==> src/rtl/id_rf_pkg.sv <==
// id_rf_pkg: shared payload layout, NOP opcode and occupancy encoding for the ID->RF skid stage.
package id_rf_pkg;
    localparam int ID_RF_PAYLOAD_W   = 72;
    localparam int ID_RF_IMMCTL_LSB  = 0;
    localparam int ID_RF_IMM6_LSB    = 1;
    localparam int ID_RF_IMM9_LSB    = 7;
    localparam int ID_RF_DEST_LSB    = 16;
    localparam int ID_RF_SRC2_LSB    = 19;
    localparam int ID_RF_SRC1_LSB    = 23;
    localparam int ID_RF_OPC_LSB     = 27;
    localparam int ID_RF_OPC_W       = 4;
    localparam int ID_RF_EX_LSB      = 31;
    localparam int ID_RF_MEM_LSB     = 35;
    localparam int ID_RF_WB_LSB      = 37;
    localparam int ID_RF_PC1_LSB     = 40;
    localparam int ID_RF_PC_LSB      = 56;
    localparam logic [3:0] ID_RF_NOP_OPC = 4'b1111;

    typedef enum logic [1:0] {
        ST_EMPTY = 2'd0,
        ST_ONE   = 2'd1,
        ST_FULL  = 2'd2
    } occ_e;
endpackage

==> src/rtl/id_rf_group_entry.sv <==
// id_rf_group_entry: one held instruction group; invalid lanes read back as a NOP word.
module id_rf_group_entry
    import id_rf_pkg::*;
#(
    parameter int         LANES     = 2,
    parameter int         PAYLOAD_W = ID_RF_PAYLOAD_W,
    parameter int         OPC_LSB   = ID_RF_OPC_LSB,
    parameter logic [3:0] NOP_OPC   = ID_RF_NOP_OPC
) (
    input  logic                       clk_i,
    input  logic                       rst_i,
    input  logic                       load_i,
    input  logic                       clear_i,
    input  logic [LANES-1:0]           load_valid_i,
    input  logic [LANES*PAYLOAD_W-1:0] load_payload_i,
    input  logic [LANES-1:0]           kill_i,
    output logic [LANES-1:0]           valid_o,
    output logic [LANES*PAYLOAD_W-1:0] payload_o
);
    localparam logic [PAYLOAD_W-1:0] NOP_WORD = {{(PAYLOAD_W-4){1'b0}}, NOP_OPC} << OPC_LSB;

    logic [LANES-1:0]           valid_q, valid_d;
    logic [LANES*PAYLOAD_W-1:0] data_q, data_d;

    always_comb begin
        valid_d = clear_i ? '0 : load_i ? load_valid_i : valid_q & ~kill_i;
        data_d  = load_i ? load_payload_i : data_q;
    end

    always_ff @(posedge clk_i or posedge rst_i) begin
        if (rst_i) begin
            valid_q <= '0;
            data_q  <= '0;
        end else begin
            valid_q <= valid_d;
            data_q  <= data_d;
        end
    end

    for (genvar l = 0; l < LANES; l++) begin : g_lane
        assign payload_o[l*PAYLOAD_W +: PAYLOAD_W] = valid_q[l] ? data_q[l*PAYLOAD_W +: PAYLOAD_W] : NOP_WORD;
    end

    assign valid_o = valid_q;
endmodule

==> src/rtl/id_rf_skid_stage.sv <==
// id_rf_skid_stage: ID->RF group register with a 2-entry skid buffer, valid/ready handshake,
// flush and per-lane kill of held groups.
module id_rf_skid_stage
    import id_rf_pkg::*;
#(
    parameter int         LANES     = 2,
    parameter int         PAYLOAD_W = ID_RF_PAYLOAD_W,
    parameter int         OPC_LSB   = ID_RF_OPC_LSB,
    parameter logic [3:0] NOP_OPC   = ID_RF_NOP_OPC
) (
    input  logic                       clk_i,
    input  logic                       rst_i,
    input  logic                       flush_i,
    input  logic [LANES-1:0]           kill_mask_i,
    input  logic [LANES-1:0]           in_valid_i,
    input  logic [LANES*PAYLOAD_W-1:0] in_payload_i,
    output logic                       in_ready_o,
    output logic [LANES-1:0]           out_valid_o,
    output logic [LANES*PAYLOAD_W-1:0] out_payload_o,
    input  logic                       out_ready_i,
    output logic [1:0]                 occupancy_o
);
    occ_e                       state_q, state_d;
    logic                       push, pop, h_keep, t_keep, both_keep;
    logic                       head_load, head_clear, tail_load, tail_clear;
    logic [LANES-1:0]           tail_valid, head_load_valid;
    logic [LANES*PAYLOAD_W-1:0] tail_payload, head_load_payload;

    assign in_ready_o  = !rst_i && state_q != ST_FULL;
    assign push        = in_ready_o & |in_valid_i;
    assign pop         = out_ready_i & |out_valid_o;
    assign occupancy_o = state_q;

    // Head survives only if not consumed and some lane outlives the kill; the tail is never consumed.
    always_comb begin
        h_keep            = state_q != ST_EMPTY && !pop && |(out_valid_o & ~kill_mask_i);
        t_keep            = state_q == ST_FULL;
        both_keep         = h_keep & t_keep;
        head_load         = !flush_i && !h_keep && (t_keep || push);
        head_clear        = flush_i || (!h_keep && !t_keep && !push);
        head_load_valid   = t_keep ? tail_valid & ~kill_mask_i : in_valid_i;
        head_load_payload = t_keep ? tail_payload : in_payload_i;
        tail_load         = !flush_i && h_keep && push;
        tail_clear        = flush_i || (!both_keep && !tail_load);
        state_d           = flush_i ? ST_EMPTY : occ_e'(2'(h_keep) + 2'(t_keep) + 2'(push));
    end

    always_ff @(posedge clk_i or posedge rst_i) begin
        if (rst_i) state_q <= ST_EMPTY;
        else       state_q <= state_d;
    end

    id_rf_group_entry #(.LANES(LANES), .PAYLOAD_W(PAYLOAD_W), .OPC_LSB(OPC_LSB), .NOP_OPC(NOP_OPC)) u_head (
        .clk_i          (clk_i),
        .rst_i          (rst_i),
        .load_i         (head_load),
        .clear_i        (head_clear),
        .load_valid_i   (head_load_valid),
        .load_payload_i (head_load_payload),
        .kill_i         (kill_mask_i),
        .valid_o        (out_valid_o),
        .payload_o      (out_payload_o)
    );

    id_rf_group_entry #(.LANES(LANES), .PAYLOAD_W(PAYLOAD_W), .OPC_LSB(OPC_LSB), .NOP_OPC(NOP_OPC)) u_tail (
        .clk_i          (clk_i),
        .rst_i          (rst_i),
        .load_i         (tail_load),
        .clear_i        (tail_clear),
        .load_valid_i   (in_valid_i),
        .load_payload_i (in_payload_i),
        .kill_i         (kill_mask_i),
        .valid_o        (tail_valid),
        .payload_o      (tail_payload)
    );
endmodule

==> config.mk <==
export PLATFORM = sky130hd
export DESIGN_NAME = id_rf_skid_stage
export DESIGN_NICKNAME = d
export VERILOG_FILES = /design/src/rtl/id_rf_pkg.sv /design/src/rtl/id_rf_group_entry.sv /design/src/rtl/id_rf_skid_stage.sv
export SDC_FILE = /design/constraint.sdc
export NUM_CORES = 1
export LEC_CHECK = 0
export CAP_MARGIN = 10
export CELL_PAD_IN_SITES_DETAIL_PLACEMENT = 1
export CELL_PAD_IN_SITES_GLOBAL_PLACEMENT = 1
export CORE_MARGIN = 3
export CORE_UTILIZATION = 25
export CTS_CLUSTER_DIAMETER = 60
export CTS_CLUSTER_SIZE = 14
export DETAILED_ROUTE_END_ITERATION = 12
export PLACE_DENSITY = 0.56
export SKIP_LAST_GASP = 1
export SYNTH_ARGS = -nofsm -noshare
export SYNTH_HDL_FRONTEND = slang
export SYNTH_HIERARCHICAL = 1
export SYNTH_SLANG_ARGS = --single-unit
==> constraint.sdc <==
create_clock -name clk_i -period 6.71 [get_ports clk_i]
set_clock_uncertainty 0.15 [all_clocks]
set_input_delay 1.0065 -clock clk_i [delete_from_list [all_inputs] [get_ports clk_i]]
set_output_delay 1.0065 -clock clk_i [all_outputs]
set_load 0.05 [all_outputs]
==> results of run 1 <==
==> synthesized netlist by cell type <==
library cell and number:
a211oi_4 1, a21oi_1 6, a22o_1 1, and2_1 272, and3_1 1, buf_2 28, buf_4 36, buf_6 1
clkbuf_1 29, dfrtp_1 294, ha_1 1, inv_1 4, inv_2 1, mux2_2 288, nand2_1 441, nand2b_1 17
nand2b_4 2, nand3b_1 2, nor2_1 3, nor2b_1 2, nor3_1 1, o21bai_1 1, or3b_1 4, xor2_1 1
==> per-layer routing <==
| layer | track usage (%) | wire [um] | vias to the layer above |
|---|---|---|---|
| met5 | 0 | 41 | - |
| met4 | 3.35 | 784 | 6 |
| met1 | 19.0 | 21000 | 5493 |
| met3 | 2.91 | 1690 | 54 |
| met2 | 26.3 | 23400 | 175 |
| li1 | - | - | 5140 |
==> layout make-up <==
type | instances | area [um2] | share of cell area (%)
flip-flops and latches | 294 | 7360 | 37.1
clock inverters | 25 | 358 | 1.80
multi-input cells | 1044 | 6920 | 34.9
repair buffers | 314 | 3150 | 15.8
clock buffers | 47 | 1080 | 5.43
diodes | 1 | 2.50 | 0.0126
well taps | 765 | 957 | 4.82
inverters | 5 | 31.3 | 0.158
==> state kept, by name, summed over array words and instances, names as in the netlist <==
register and count:
u_head/data_q 144, u_tail/valid_o 2, occupancy_o 2, u_tail/data_q 144, u_head/valid_o 2
==> power by group <==
group,leakage [nW],internal (mW),switching [mW],total (mW)
Clock,0.694,1.41,0.907,2.32
Sequential,3.76,1.94,0.0796,2.02
Combinational,4.59,0.254,0.205,0.459
Total,9.05,3.60,1.19,4.79
==> layout by cell type, fill, tap and decap left out, types with 5 or more instances in the layout <==
master	instances
clkbuf_8	5
buf_4	11
clkdlybuf4s50_1	300
clkbuf_16	40
inv_6	9
bufinv_16	6
nand2b_1	17
clkinv_4	5
and2_1	272
mux2_2	288
a21oi_1	6
nand2_1	441
dfrtp_1	290
==> worst max-delay path: cells and delay by family (launching register included) <==
family	cells	cell delay (ns)
and+or+nand+nor	1	0.25
buffers and inverters	2	1.36
DFF	1	0.74
==> cells by family (layout without fill, tap and decap cells) <==
kind of cell / after synthesis / in the layout / synth area share, %
muxes: 288 / 288 / 21.9
AOI/OAI and AO/OA: 9 / 9 / 0.448
other: 0 / 1 / 0
DFF: 294 / 294 / 49.7
xor gates and xnor gates: 1 / 1 / 0.0591
adders and majority gates: 1 / 1 / 0.0845
and+or+nand+nor: 745 / 745 / 24.1
buffers and inverters: 99 / 391 / 3.71
==> path summary, 6_finish.rpt <==
| kind | to | slack, ns | cells past startpoint |
|---|---|---|---|
| max | out_payload_o[73] | 2.63 | 3 |
| min | u_head/data_q[66]$_DFFE_PP0P_ | 0.35 | 1 |
| max reg2reg | u_tail/data_q[39]$_DFFE_PP0P_ | 3.26 | 6 |
| min reg2reg | u_head/data_q[66]$_DFFE_PP0P_ | 0.35 | 1 |
| max in group asynchronous | u_tail/data_q[68]$_DFFE_PP0P_ | 4.14 | 3 |
| min in group asynchronous | occupancy_o[1]$_DFF_PP0_ | 0.74 | 2 |
==> out/qor.txt, run 1 <==
run status -> finished, final reports clean
port bufs -> 300
non-filler cells, final -> 2495
Setup Viol. Count Final -> 0
Final #Nets -> 1851
required time of the critical path -> 5.55 ns
hold buffers post-CTS -> 0
remaining global-route overflow -> 0
Die Height -> 249 um
Cell Chain, Critical Path -> buf_4, and2_1, clkdlybuf4s50_1
ratio of cells with drive above 1 in the final layout -> 22.2%
Worst-Margin Slew -> 0.988 ns
Cell Pwr Density -> 241 nW/um2
DR WL/cell -> 18.8 um
DR vias -> 10900
post-CTS setup buffer count -> 0
#FFs+latches synth -> 294
Fin Setup TNS -> 0 ns
Final WS setup -> 2.63 ns
initial core utilization -> 25.5%
Final Core Density -> 34.1%
Min Hold Slack -> 0.345 ns
1st-pass router iterations -> 4
element type at the critical path end -> output pin
clk root buf -> clkbuf_16
largest net degree at the start of global routing -> 149
P_leak -> 9.05 nW
syn avg cell area -> 10.3 um2
final count of hold timing violations -> 0
Die X -> 249 um
Initial DRC Count -> 322
DP Worst Slack -> 2.63 ns
RSZ-0062 raised after global routing -> no
max incr delay on CP -> 0.85 ns
clk sinks -> 294
HPWL after DPL -> 28900 um
Synth Cell Area -> 14800 um2
Tcrit/Tclk final -> 60.8%
critical path launch point -> u_head/valid_o[1]$_DFF_PP0_
Core Area -> 58100 um2
Yosys Warn Count -> 6
routability cong. -> 0.708
Worst path slowest cell -> clkdlybuf4s50_1
top post-synthesis cells by area -> dfrtp_1 (50%), mux2_2 (22%), and2_1 (11%), nand2_1 (11%), buf_4 (1.8%)
final instance area -> 19900 um2
register area share after synthesis -> 49.7%
Clk pin slew, worst setup/hold paths -> 0.07 ns
top cell type by total area after synthesis -> dfrtp_1
clk buf depth -> 3
HP Start -> u_head/data_q[66]$_DFFE_PP0P_
startpoint types -> register
syn_nets -> 1590
IO Pins -> 301
Antenna Violating Nets Remaining -> 0
vias in the first global route -> 12300
initial antenna violation count -> 4
WL final -> 47000 um
Total Power -> 4.79 mW
Max-Slew Margin vs Limit -> 34.1%
max-slew violations -> 0
FP Rows -> 88
CTS tree -> yes
f_max -> 0.245 GHz
P&R area growth vs syn -> 34.0%
DR DRC count -> 0
final worst path period need -> 4.08 ns
share of the synthesized area in the top cell type -> 49.7%
Post-DP Area -> 18400 um2
CP Max Fanout -> 49
Min-Delay Path Class -> register to register
Num CTS Buffers -> 39
max cap viols -> 0
number of H-tree levels -> 2
Synth Instances -> 1437
WS Path Type -> register to output pin
first-pass GRT wire length -> 73500 um
worst r2r src -> u_head/valid_o[0]$_DFF_PP0_
worst skew pair latency -> 0.55 ns
critical path arrival -> 2.93 ns
post-cts sizing count -> 0
VDD IR max -> 0.000137 V
DIE AREA -> 62200 um2
vias per cell -> 4.36
fillers -> 6464
Tot GR Track Use -> 15.0%
synth unique cells -> 24
Placed Cells -> 2422
Note: power is estimated with default switching activity, not from simulation.
==> run 2, diff against run 1 <==
Clock period 6.71 ns to 3.9 ns, I/O delays scaled along.
==> out/qor.txt, run 2 (synthesized netlist as in run 1, its figures left out) <==
run status -> finished, final reports clean
initial core utilization -> 25.5% (unchanged)
non-filler cells, final -> 2504 (+0.36%)
post-CTS setup buffer count -> 0 (unchanged)
Final #Nets -> 1861 (+0.54%)
routability cong. -> 0.723 (+2.0%)
Cell Chain, Critical Path -> buf_12, and2_1, clkdlybuf4s50_1
IO Pins -> 301 (unchanged)
Antenna Violating Nets Remaining -> 0 (unchanged)
required time of the critical path -> 3.16 ns (-2.39 ns)
CTS tree -> yes
max-slew violations -> 0 (unchanged)
Worst-Margin Slew -> 0.985 ns (-0.00344 ns)
port bufs -> 300 (unchanged)
worst skew pair latency -> 0.55 ns (about the same)
clk root buf -> clkbuf_16
worst r2r src -> u_head/valid_o[1]$_DFF_PP0_
clk buf depth -> 3 (unchanged)
Clk pin slew, worst setup/hold paths -> 0.06 ns (about the same)
Min Hold Slack -> 0.239 ns (-0.107 ns)
Core Area -> 58100 um2 (unchanged)
f_max -> 0.294 GHz
number of H-tree levels -> 2 (unchanged)
vias per cell -> 4.36 (about the same)
critical path arrival -> 2.66 ns (-0.27 ns)
DR DRC count -> 0 (unchanged)
vias in the first global route -> 12000 (-2.6%)
fillers -> 6498 (+0.53%)
DP Worst Slack -> 0.767 ns (-1.86 ns)
largest net degree at the start of global routing -> 86 (-42%)
Max-Slew Margin vs Limit -> 34.4% (+0.23 points)
P_leak -> 9.07 nW (+0.23%)
FF-to-FF End -> u_tail/data_q[95]$_DFFE_PP0P_
RSZ-0062 raised after global routing -> no
hold buffers post-CTS -> 0 (unchanged)
max incr delay on CP -> 0.84 ns (about the same)
DR WL/cell -> 18.5 um (-1.5%)
initial antenna violation count -> 5 (+1)
commonest non-fill, non-tap cell in the layout -> nand2_1
Cell Pwr Density -> 397 nW/um2 (+64%)
DIE AREA -> 62200 um2 (unchanged)
final worst path period need -> 3.40 ns
P&R area growth vs syn -> 34.4%
CP Max Fanout -> 40 (-18%)
remaining global-route overflow -> 0 (unchanged)
FP Rows -> 88 (unchanged)
Largest regs -> u_head/data_q: 144 flops, u_tail/data_q: 144 flops
Num CTS Buffers -> 37 (-5.1%)
max cap viols -> 0 (unchanged)
Die X -> 249 um (unchanged)
Setup Viol. Count Final -> 0 (unchanged)
Worst path slowest cell -> clkdlybuf4s50_1
Reg2Reg Depth -> 5 (-1)
Initial DRC Count -> 320 (-0.62%)
clk sinks -> 294 (unchanged)
Post-DP Area -> 18600 um2 (+1.1%)
ratio of cells with drive above 1 in the final layout -> 22.4% (+0.19 points)
crit path buf inv count -> 2 (unchanged)
Min-Delay Path Class -> primary input to async pin
1st-pass router iterations -> 4 (unchanged)
Die Height -> 249 um (unchanged)
Fin Setup TNS -> 0 ns (unchanged)
Total Power -> 7.90 mW (+65%)
Tcrit/Tclk final -> 87.1%
final instance area -> 19900 um2 (+0.26%)
DR vias -> 10900 (+0.38%)
HPWL after DPL -> 29700 um (+2.7%)
Final WS setup -> 0.504 ns (-2.12 ns)
Tot GR Track Use -> 14.8% (-0.15 points)
element type at the critical path end -> output pin
Top delay family on crit path -> buffers and inverters
startpoint types -> register
Final Core Density -> 34.2% (+0.090 points)
most frequent cells in the layout -> nand2_1 (441), clkdlybuf4s50_1 (299), dfrtp_1 (290)
first-pass GRT wire length -> 73000 um (-0.69%)
Placed Cells -> 2434 (+0.50%)
R2R setup slack -> 1.09 ns (-2.17 ns)
VDD IR max -> 0.000219 V (+60%)
final count of hold timing violations -> 0 (unchanged)
WS Path Type -> register to output pin
post-cts sizing count -> 0 (unchanged)
WL final -> 46400 um (-1.2%)
run 2: layout make-up:
| type | count | area [um2] | share of cell area, % |
|---|---|---|---|
| tap | 765 | 957 | 4.81 |
| antenna | 2 | 5.00 | 0.0251 |
| clock inverter | 19 | 234 | 1.18 |
| multi-input combinational | 1044 | 6920 | 34.8 |
| clock buffer | 49 | 1050 | 5.29 |
| timing repair buffer | 326 | 3350 | 16.8 |
| inverter | 5 | 28.8 | 0.145 |
| sequential | 294 | 7360 | 37.0 |
run 2: worst max-delay path by stage:
stage | start | endpoint | slack [ns] | cells past startpoint
after floorplan | rst_i | u_head/data_q[0]$_DFFE_PP0P_ | 1.33 | 1
after global placement | rst_i | u_head/data_q[97]$_DFFE_PP0P_ | 0.80 | 6
after detailed placement | rst_i | u_head/data_q[90]$_DFFE_PP0P_ | 0.77 | 6
after CTS | u_head/valid_o[1]$_DFF_PP0_ | out_payload_o[84] | 0.41 | 3
after global routing | u_head/valid_o[1]$_DFF_PP0_ | out_payload_o[108] | 0.35 | 3
final | u_head/valid_o[1]$_DFF_PP0_ | out_payload_o[113] | 0.50 | 3
run 2: power by group:
part	leakage, nW	switching [mW]	internal, mW
clock	0.627	1.43	2.19
sequential	3.76	0.143	3.33
combinational	4.68	0.346	0.446
total	9.07	1.92	5.98
run 2: metal layers:
metal / vias to the layer above / share of wire (%) / GRT usage [%] / routed length, um
li1: 5161 / - / - / -
met2: 172 / 50 / 25.9 / 23000
met1: 5522 / 45 / 18.8 / 20700
met4: 6 / 1.6 / 3.45 / 742
met3: 48 / 4.1 / 3.10 / 1900
met5: - / 0.095 / 0 / 44
